[config.mk]
export PLATFORM = sky130hd
export DESIGN_NAME = instr_prefetch
export DESIGN_NICKNAME = d
export VERILOG_FILES = /design/src/rtl/instr_prefetch_pkg.sv /design/src/rtl/instr_prefetch_fifo.sv /design/src/rtl/instr_prefetch.sv
export SDC_FILE = /design/constraint.sdc
export NUM_CORES = 1
export LEC_CHECK = 0
export CORE_ASPECT_RATIO = 0.75
export CORE_MARGIN = 2
export CORE_UTILIZATION = 30
export DETAILED_ROUTE_END_ITERATION = 8
export DONT_BUFFER_PORTS = 1
export SLEW_MARGIN = 20
export SYNTH_ARGS = -nofsm -noshare
export SYNTH_HDL_FRONTEND = slang
export SYNTH_SLANG_ARGS = --single-unit
export TNS_END_PERCENT = 1
[constraint.sdc]
create_clock -name i_CLK -period 4.65 [get_ports i_CLK]
set_clock_uncertainty 0.15 [all_clocks]
set_input_delay 0.93 -clock i_CLK [delete_from_list [all_inputs] [get_ports i_CLK]]
set_output_delay 0.93 -clock i_CLK [all_outputs]
set_load 0.005 [all_outputs]
[src/rtl/instr_prefetch_pkg.sv]
// Shared definitions for the instruction prefetcher: FSM state encoding,
// FIFO entry layout and the sequential fetch stride.
package instr_prefetch_pkg;

    localparam logic [31:0] PC_STEP = 32'd4;

    typedef enum logic [1:0] {
        ST_IDLE    = 2'd0,  // nothing outstanding
        ST_WAIT    = 2'd1,  // one valid read outstanding
        ST_DISCARD = 2'd2   // one stale read outstanding, response is dropped
    } ipf_state_e;

    typedef struct packed {
        logic [31:0] addr;
        logic [31:0] data;
    } ipf_entry_t;

endpackage

[src/rtl/instr_prefetch_fifo.sv]
// ipf_fifo: DEPTH x {addr, data} prefetch buffer with push, pop and flush.
// Flush wins over push/pop; simultaneous push and pop keep the count.
module ipf_fifo
    import instr_prefetch_pkg::*;
#(
    parameter int unsigned DEPTH = 2
) (
    input  logic       clk_i,
    input  logic       rst_ni,
    input  logic       push_i,
    input  logic       pop_i,
    input  logic       flush_i,
    input  ipf_entry_t push_entry_i,
    output ipf_entry_t head_o,
    output logic       full_o,
    output logic       empty_o
);

    localparam int unsigned   PW       = (DEPTH > 1) ? $clog2(DEPTH) : 1;
    localparam int unsigned   CW       = $clog2(DEPTH + 1);
    localparam logic [PW-1:0] LAST     = PW'(DEPTH - 1);
    localparam logic [CW-1:0] FULL_CNT = CW'(DEPTH);

    ipf_entry_t    mem_q [DEPTH];
    logic [PW-1:0] wptr_q, wptr_d;
    logic [PW-1:0] rptr_q, rptr_d;
    logic [CW-1:0] cnt_q, cnt_d;

    // Pointer and occupancy next-state; pointers wrap explicitly for non power-of-two depths.
    always_comb begin
        wptr_d = wptr_q;
        rptr_d = rptr_q;
        cnt_d  = cnt_q;
        if (flush_i) begin
            wptr_d = '0;
            rptr_d = '0;
            cnt_d  = '0;
        end else begin
            if (push_i) begin
                wptr_d = (wptr_q == LAST) ? '0 : wptr_q + 1'b1;
            end
            if (pop_i) begin
                rptr_d = (rptr_q == LAST) ? '0 : rptr_q + 1'b1;
            end
            case ({push_i, pop_i})
                2'b10:   cnt_d = cnt_q + 1'b1;
                2'b01:   cnt_d = cnt_q - 1'b1;
                default: cnt_d = cnt_q;
            endcase
        end
    end

    // Pointer/count registers.
    always_ff @(posedge clk_i or negedge rst_ni) begin
        if (!rst_ni) begin
            wptr_q <= '0;
            rptr_q <= '0;
            cnt_q  <= '0;
        end else begin
            wptr_q <= wptr_d;
            rptr_q <= rptr_d;
            cnt_q  <= cnt_d;
        end
    end

    // Entry storage; cleared on reset so the head reads zero out of reset.
    always_ff @(posedge clk_i or negedge rst_ni) begin
        if (!rst_ni) begin
            for (int unsigned i = 0; i < DEPTH; i++) begin
                mem_q[i] <= '0;
            end
        end else if (push_i && !flush_i) begin
            mem_q[wptr_q] <= push_entry_i;
        end
    end

    assign head_o  = mem_q[rptr_q];
    assign full_o  = (cnt_q == FULL_CNT);
    assign empty_o = (cnt_q == '0);

endmodule

[src/rtl/instr_prefetch.sv]
// instr_prefetch: sequential instruction prefetcher with a small FIFO,
// one outstanding memory read, combinational hit grant and PC redirect.
// Optional feature: define IPF_BYPASS_EN to grant a response directly
// from memory when the FIFO is empty and the response matches i_PC.
module instr_prefetch
    import instr_prefetch_pkg::*;
#(
    parameter logic [31:0] BOOT_ADDR = 32'h0000_0000,
    parameter int unsigned DEPTH     = 2
) (
    input  logic        i_CLK,
    input  logic        i_RSTn,
    input  logic [31:0] i_PC,
    input  logic        i_INSTR_REQ,
    output logic [31:0] o_INSTRUCTION,
    output logic        o_INSTR_GNT,
    output logic [31:0] o_MEM_ADDR,
    output logic        o_MEM_RE,
    input  logic [31:0] i_MEM_RDATA,
    input  logic        i_MEM_VALID
);

    ipf_state_e  state_q, state_d;
    logic [31:0] fptr_q, fptr_d;
    logic [31:0] out_addr_q, out_addr_d;
    logic [31:0] mem_addr_q, mem_addr_d;
    logic        mem_re_q, mem_re_d;

    ipf_entry_t  fifo_head;
    ipf_entry_t  push_entry;
    logic        fifo_full, fifo_empty;
    logic        push, pop, flush;

    logic [31:0] exp_pc;
    logic        redirect;
    logic        hit_gnt;
    logic        bypass_gnt;

    ipf_fifo #(
        .DEPTH (DEPTH)
    ) u_fifo (
        .clk_i        (i_CLK),
        .rst_ni       (i_RSTn),
        .push_i       (push),
        .pop_i        (pop),
        .flush_i      (flush),
        .push_entry_i (push_entry),
        .head_o       (fifo_head),
        .full_o       (fifo_full),
        .empty_o      (fifo_empty)
    );

    // Expected PC, redirect detection and grant generation.
    always_comb begin
        if (!fifo_empty) begin
            exp_pc = fifo_head.addr;
        end else if (state_q == ST_WAIT) begin
            exp_pc = out_addr_q;
        end else begin
            exp_pc = fptr_q;
        end
        redirect = i_INSTR_REQ && (exp_pc != i_PC);
        hit_gnt  = i_INSTR_REQ && !fifo_empty && (fifo_head.addr == i_PC);
`ifdef IPF_BYPASS_EN
        bypass_gnt = (state_q == ST_WAIT) && fifo_empty && i_MEM_VALID
                     && i_INSTR_REQ && (out_addr_q == i_PC);
`else
        bypass_gnt = 1'b0;
`endif
    end

    assign pop         = hit_gnt;
    assign flush       = redirect;
    assign push_entry  = '{addr: out_addr_q, data: i_MEM_RDATA};
    assign o_INSTR_GNT = hit_gnt | bypass_gnt;
`ifdef IPF_BYPASS_EN
    assign o_INSTRUCTION = bypass_gnt ? i_MEM_RDATA : fifo_head.data;
`else
    assign o_INSTRUCTION = fifo_head.data;
`endif
    assign o_MEM_ADDR  = mem_addr_q;
    assign o_MEM_RE    = mem_re_q;

    // FSM next-state: issue a strobe from IDLE, capture or drop the response.
    always_comb begin
        state_d    = state_q;
        fptr_d     = fptr_q;
        out_addr_d = out_addr_q;
        mem_addr_d = mem_addr_q;
        mem_re_d   = 1'b0;
        push       = 1'b0;
        case (state_q)
            ST_IDLE: begin
                if (redirect) begin
                    fptr_d = i_PC;
                end else if (!fifo_full) begin
                    mem_re_d   = 1'b1;
                    mem_addr_d = fptr_q;
                    out_addr_d = fptr_q;
                    fptr_d     = fptr_q + PC_STEP;
                    state_d    = ST_WAIT;
                end
            end
            ST_WAIT: begin
                if (redirect) begin
                    fptr_d  = i_PC;
                    // A response landing with the redirect is dropped here,
                    // so nothing is left outstanding to discard later.
                    state_d = i_MEM_VALID ? ST_IDLE : ST_DISCARD;
                end else if (i_MEM_VALID) begin
                    push    = !bypass_gnt;
                    state_d = ST_IDLE;
                end
            end
            ST_DISCARD: begin
                if (redirect) begin
                    fptr_d = i_PC;
                end
                if (i_MEM_VALID) begin
                    state_d = ST_IDLE;
                end
            end
            default: state_d = ST_IDLE;
        endcase
    end

    // State and memory-interface registers.
    always_ff @(posedge i_CLK or negedge i_RSTn) begin
        if (!i_RSTn) begin
            state_q    <= ST_IDLE;
            fptr_q     <= BOOT_ADDR;
            out_addr_q <= BOOT_ADDR;
            mem_addr_q <= BOOT_ADDR;
            mem_re_q   <= 1'b0;
        end else begin
            state_q    <= state_d;
            fptr_q     <= fptr_d;
            out_addr_q <= out_addr_d;
            mem_addr_q <= mem_addr_d;
            mem_re_q   <= mem_re_d;
        end
    end

endmodule

* Word level (Yosys, flattened, before mapping) *
Index checks and enable logic that the tools add are counted.

word-level totals
  bits in registers = 199
  output and inout port bits = 66

operators by class
  bitwise logic cells = 4
  $add $sub $neg = 5
  muxes and demuxes = 32
  reductions and logical operators = 17
  order comparisons = 3
  equal/unequal tests = 11

operators with widths
  kind                     number
  $mux W64                 4
  $mux W32                 5
  $bwmux W128              1
  $demux W64 S1            1
  $pmux W32 S2             1
  $add A32 B3 Y32 const B  1
  $eq A32 B32 Y1           1
  $ne A32 B32 Y1           1
  $mux W1                  12
  $mux W2                  6
  $eq A2 B2 Y1 const B     3
  $pmux W2 S3              1
  $reduce_and A3 Y1        2
  $reduce_bool A2 Y1       3
  $logic_and A1 B1 Y1      5
  $eq A2 B1 Y1 const B     2
  $ge A2 B2 Y1 const B     2
  $logic_not A2 Y1         2
  $ne A2 B2 Y1 const B     2
  $not A1 Y2               2
  $pmux W2 S2              1
  $ne A3 B2 Y1 const B     1
  $reduce_bool A3 Y1       1
  $add A1 B1 Y1 const B    2
  8 further kinds          10

* Longest topological paths before layout *
  depth in word-level cells = 12
  gate-level depth with buffers = 16
  gate-level depth less buffers = 11

* Modules after synthesis *
A second synthesis with hierarchy kept.

second synthesis, totals
  cell total of the unflattened synthesis = 819
  area total of the unflattened synthesis = 10770.3 sq um

by module, submodules not included
  module          cells each  seq. area each (sq um)  times used  area each (sq um)
  ipf_fifo        361         3303.2                  1           6043.3
  instr_prefetch  458         1676.6                  1           4727.0

* Worst setup path before layout *
OpenSTA, ideal clock, no wires.

  path kind = register -> register
  start = reg state_q[1]
  end = reg u_fifo.mem_q[100] (netlist name)
  setup time = 0.125 ns
  arrival time = 3.291 ns
  period minus slack after synthesis = 3.565 ns
  setup slack = 1.085 ns
  stages on the path, launching flop included = 16
  cell sequence = dfrtp_1 > inv_1 > ha_1 > buf_4 > buf_6 > buf_6 > mux2i_1 > xor2_1 > o211ai_1 > nand2_1 > o21ai_0 > nor4_4 > a21boi_4 > nor3_4 > buf_6 > mux2_2

on the way
  longest elaborated chain between the ends = 8
  elaborated cells between the ends (all ways) = 9

RTL lines
  item                             RTL line                                    RTL
  from (decl)                      instr_prefetch.sv:23                        ipf_state_e state_q, state_d;
  from (signal assigned)           instr_prefetch.sv:136                       state_q <= state_d;
  $eq A2 B1 Y1 *                   instr_prefetch.sv:57, instr_prefetch.sv:92
  $mux W32                         instr_prefetch.sv:57                        end else if (state_q == ST_WAIT) begin
  $mux W32                         instr_prefetch.sv:55                        if (!fifo_empty) begin
  $ne A32 B32 Y1                   instr_prefetch.sv:62                        redirect = i_INSTR_REQ && (exp_pc != i_PC);
  $logic_and A1 B1 Y1              instr_prefetch.sv:62
  $mux W1                          instr_prefetch.sv:105                       if (redirect) begin
  $mux W1                          instr_prefetch.sv:92                        case (state_q)
  $logic_and A1 B1 Y1 *            instr_prefetch_fifo.sv:72                   end else if (push_i && !flush_i) begin
  to (signal, indexed assignment)  instr_prefetch_fifo.sv:73                   mem_q[wptr_q] <= push_entry_i;
  to (decl)                        instr_prefetch_fifo.sv:24                   ipf_entry_t mem_q [DEPTH];

Every way passes the cells marked *; elsewhere a longest branch is shown, timed or not.
A chain may end at the register's enable or synchronous reset.

* Worst setup path in the final report *
  start = reg state_q[1]
  end = reg u_fifo.mem_q[47] (netlist name)

The elaborated chain is that of the path after synthesis.

==> impl_metrics.ini <==
[timing]
fmax_mhz = 228.9
slew_viol_final = 0
min_period_over_period_pct = 93.95
min_period_ns = 4.369
grt_setup_unrepaired = no
relSlewSlack_pct = 49.33
fin_tns_setup_ns = 0
holdWs_ns = 0.03518
hold_viol_final = 0
setup_violations = 0
worst_pin_slew_ns = 0.7600

[placement]
dpl.hpwl_um = 21420
dpl_cell_area_um2 = 11250
gp_congestion = 0.8847
io_buffers = 0

[floorplan]
coreArea_um2 = 34990
fp.dieH_um = 167.8
start_util_pct = 30.68
ioPinCount = 134
die_width_um = 222.4
dieArea_um2 = 37330
rows = 59

[clock_tree]
htreeDepth = 4
clk_latency_ns = 0.46
cts.clk_slew.worst_paths_ns = 0.07
post_cts_resized = 0
root_buffer = clkbuf_16
cts_buffers = 17
clockBufferDepth = 2
numClockSinks = 199
cts_tree = built

[layout]
drive_above_1_share_pct = 24.61
area_delta_synth_final_pct = 10.42
fillers = 3538
postLayoutCoreUtil_pct = 33.87
nets = 968
antennaDiodeCount = 0
stdcell_area_um2 = 11850

[synth]
ys_ff_latch = 199
synthArstFlopShare_pct = 100.0
synth_flop_cell = dfrtp_1
seq_area_frac_synth_pct = 46.39
synth.largest_area_cell = dfrtp_1
synth_area_leaders = dfrtp_1 (46%), mux2_2 (15%), mux2i_1 (7.3%)
synth.distinct_cells = 66
synthCells = 887
ys_warn_count = 0
synth_top_area_share_pct = 46.39
syn-mean-instance-area_um2 = 12.10
synth_edf_count = 0
synthesis.nets = 961
syn_area_um2 = 10730

[global_routing]
grt_usage_pct = 16.38
grt_max_degree = 187
grt-ovfl-total = 0
grt_pass1_wl_um = 46050
grt_pass1_vias = 7265
grt_antenna_before_repair = 0

[job]
max_cap_violations = 0

[hold_path]
hp-class = primary input to async pin

[setup_path]
cp_data_arrival_time_ns = 4.55
crit_start = state_q[1]
r2r_start = state_q[1]
worst_ep_required_time_ns = 4.84
cp-end-kind = flip-flop
worstSetupPathType = flip-flop to flip-flop
crit_path_start_kind = flip-flop
path_max_fanout = 45

[drt]
wl_per_cell_um = 21.95
drc_errors = 0
ant_nets = 0
drt_iter0_drc = 503
num_vias = 7329
drt_wl_total_um = 29920
avgViaCountPerCell = 5.377
first_pass_iters = 5

[power_and_ir_drop]
ir_drop_mv = 0.2297
power_mw = 7.494
power.density_nw_per_um2 = 632.3
power_leakage_nw = 4.791

[outcome]
status = completed
[stage by stage]
step / std cells / worst slack, ns
global placement: 1328 / 0.4156
floorplan: 887 / 1.085
finish: 1363 / 0.2815
CTS: 1363 / 0.3352
detailed placement: 1328 / 0.3473
global route: 1363 / 0.07629
[where the power goes]
part / internal, mW / leakage, nW / switching [mW]
clock network: 0.731 / 0.281 / 0.732
registers: 2.51 / 2.43 / 0.716
logic: 1.38 / 2.08 / 1.42
[Yosys cell counts, types with 3 or more instances]
master and instances:
clkbuf_1 6, xnor2_1 35, nand2b_1 10, a221oi_1 3, and4_1 6, inv_1 12
mux2_1 59, a22oi_1 6, nor3_1 15, a211oi_1 9, nand3_1 26, nor2_1 35
ha_1 6, a31o_2 5, a21oi_1 4, buf_4 7, mux2_2 145, o21a_1 3
and3_1 13, nor4_1 11, o221ai_1 4, and2_1 9, a31oi_1 12, o211ai_1 9
nand2_1 34, dfrtp_1 199, xor2_1 14, mux2i_1 78, buf_1 3, o21ai_0 14
buf_2 12, nor2b_1 11, nor3b_1 4, nand4_1 10, buf_6 15
[kinds of logic (layout without fill, tap and decap cells)]
logic type	count (synthesis)	after routing	synth area share [%]
DFF	199	199	46.39
buffers and inverters	55	74	3.357
and+or+nand+nor	201	201	10.33
adders and majority gates	6	6	0.6994
muxes	282	282	28.67
AOI/OAI and AO/OA	95	95	6.551
xor gates and xnor gates	49	49	3.998
[what timing repair did]
item	in CTS	in global routing
hold endpoints to repair	9	0
setup buffers	0	0
hold buffers	4	0
[placed cells by master (no fill, tap or decap), types with 4 or more instances in the layout]
cell type,n
xor2_1,14
nand2b_1,10
clkinv_4,4
o21ai_0,14
and3_1,13
mux2i_1,78
mux2_2,145
and4_1,6
a31o_2,5
a31oi_1,12
nand4_1,10
xnor2_1,35
nand3_1,26
inv_1,12
ha_1,5
a21oi_1,4
buf_4,24
nor2_1,35
nand2_1,34
and2_1,9
o221ai_1,4
dfrtp_1,198
clkbuf_16,17
inv_6,4
a22oi_1,6
nor4_1,11
nor3_1,15
o211ai_1,9
nor2b_1,11
mux2_1,59
a211oi_1,8
dlygate4sd3_1,4
[layer usage]
metal / track usage (%) / share of wire, % / routed length, µm / up-vias
met4: 3.939 / 1.1 / 338 / 0
li1: - / - / - / 3285
met2: 23.39 / 42 / 12650 / 247
met3: 6.667 / 9.6 / 2877 / 21
met5: 0 / 0 / 0 / -
met1: 22.98 / 47 / 14060 / 3776
[sequential cells by signal (all words and copies together) (netlist names)]
signal,flops
fptr_q,32
o_MEM_ADDR,32
o_MEM_RE,1
state_q,2
u_fifo.cnt_q,2
u_fifo.mem_q,128
u_fifo.rptr_q,1
u_fifo.wptr_q,1
[final timing paths]
path / to / slack (ns) / depth (start not counted)
min in group i_CLK: u_fifo.mem_q[77] / 0.34 / 1
max in group asynchronous: u_fifo.rptr_q / 3.12 / 1
hold reg to reg: u_fifo.mem_q[77] / 0.34 / 1
hold / removal: u_fifo.mem_q[102] / 0.04 / 0
setup reg to reg: u_fifo.mem_q[47] / 0.28 / 13
setup / recovery: u_fifo.mem_q[47] / 0.28 / 13
[layout make-up]
class                      instances  area (µm²)  area share, %
tap                              457       571.8          4.824
inverter                          12       45.04         0.3800
clock inverter                    12       108.9         0.9184
clock buffer                      19       452.9          3.821
multi-input combinational        633        5410          45.65
sequential                       199        4984          42.05
timing repair buffer              31       280.3          2.365
[worst max-delay path: stages, from the launching register on]
cell and delay (ns):
dfrtp_1 0.43, inv_1 0.12, ha_2 0.47, buf_4 0.26
mux2i_1 0.25, mux2i_1 0.12, xnor2_1 0.24, o211ai_1 0.12
nor4_1 0.41, and3_1 0.40, a21boi_4 0.18, nor3b_2 0.34
buf_12 0.29, mux2_2 0.38
(Power assumes the default switching activity.)
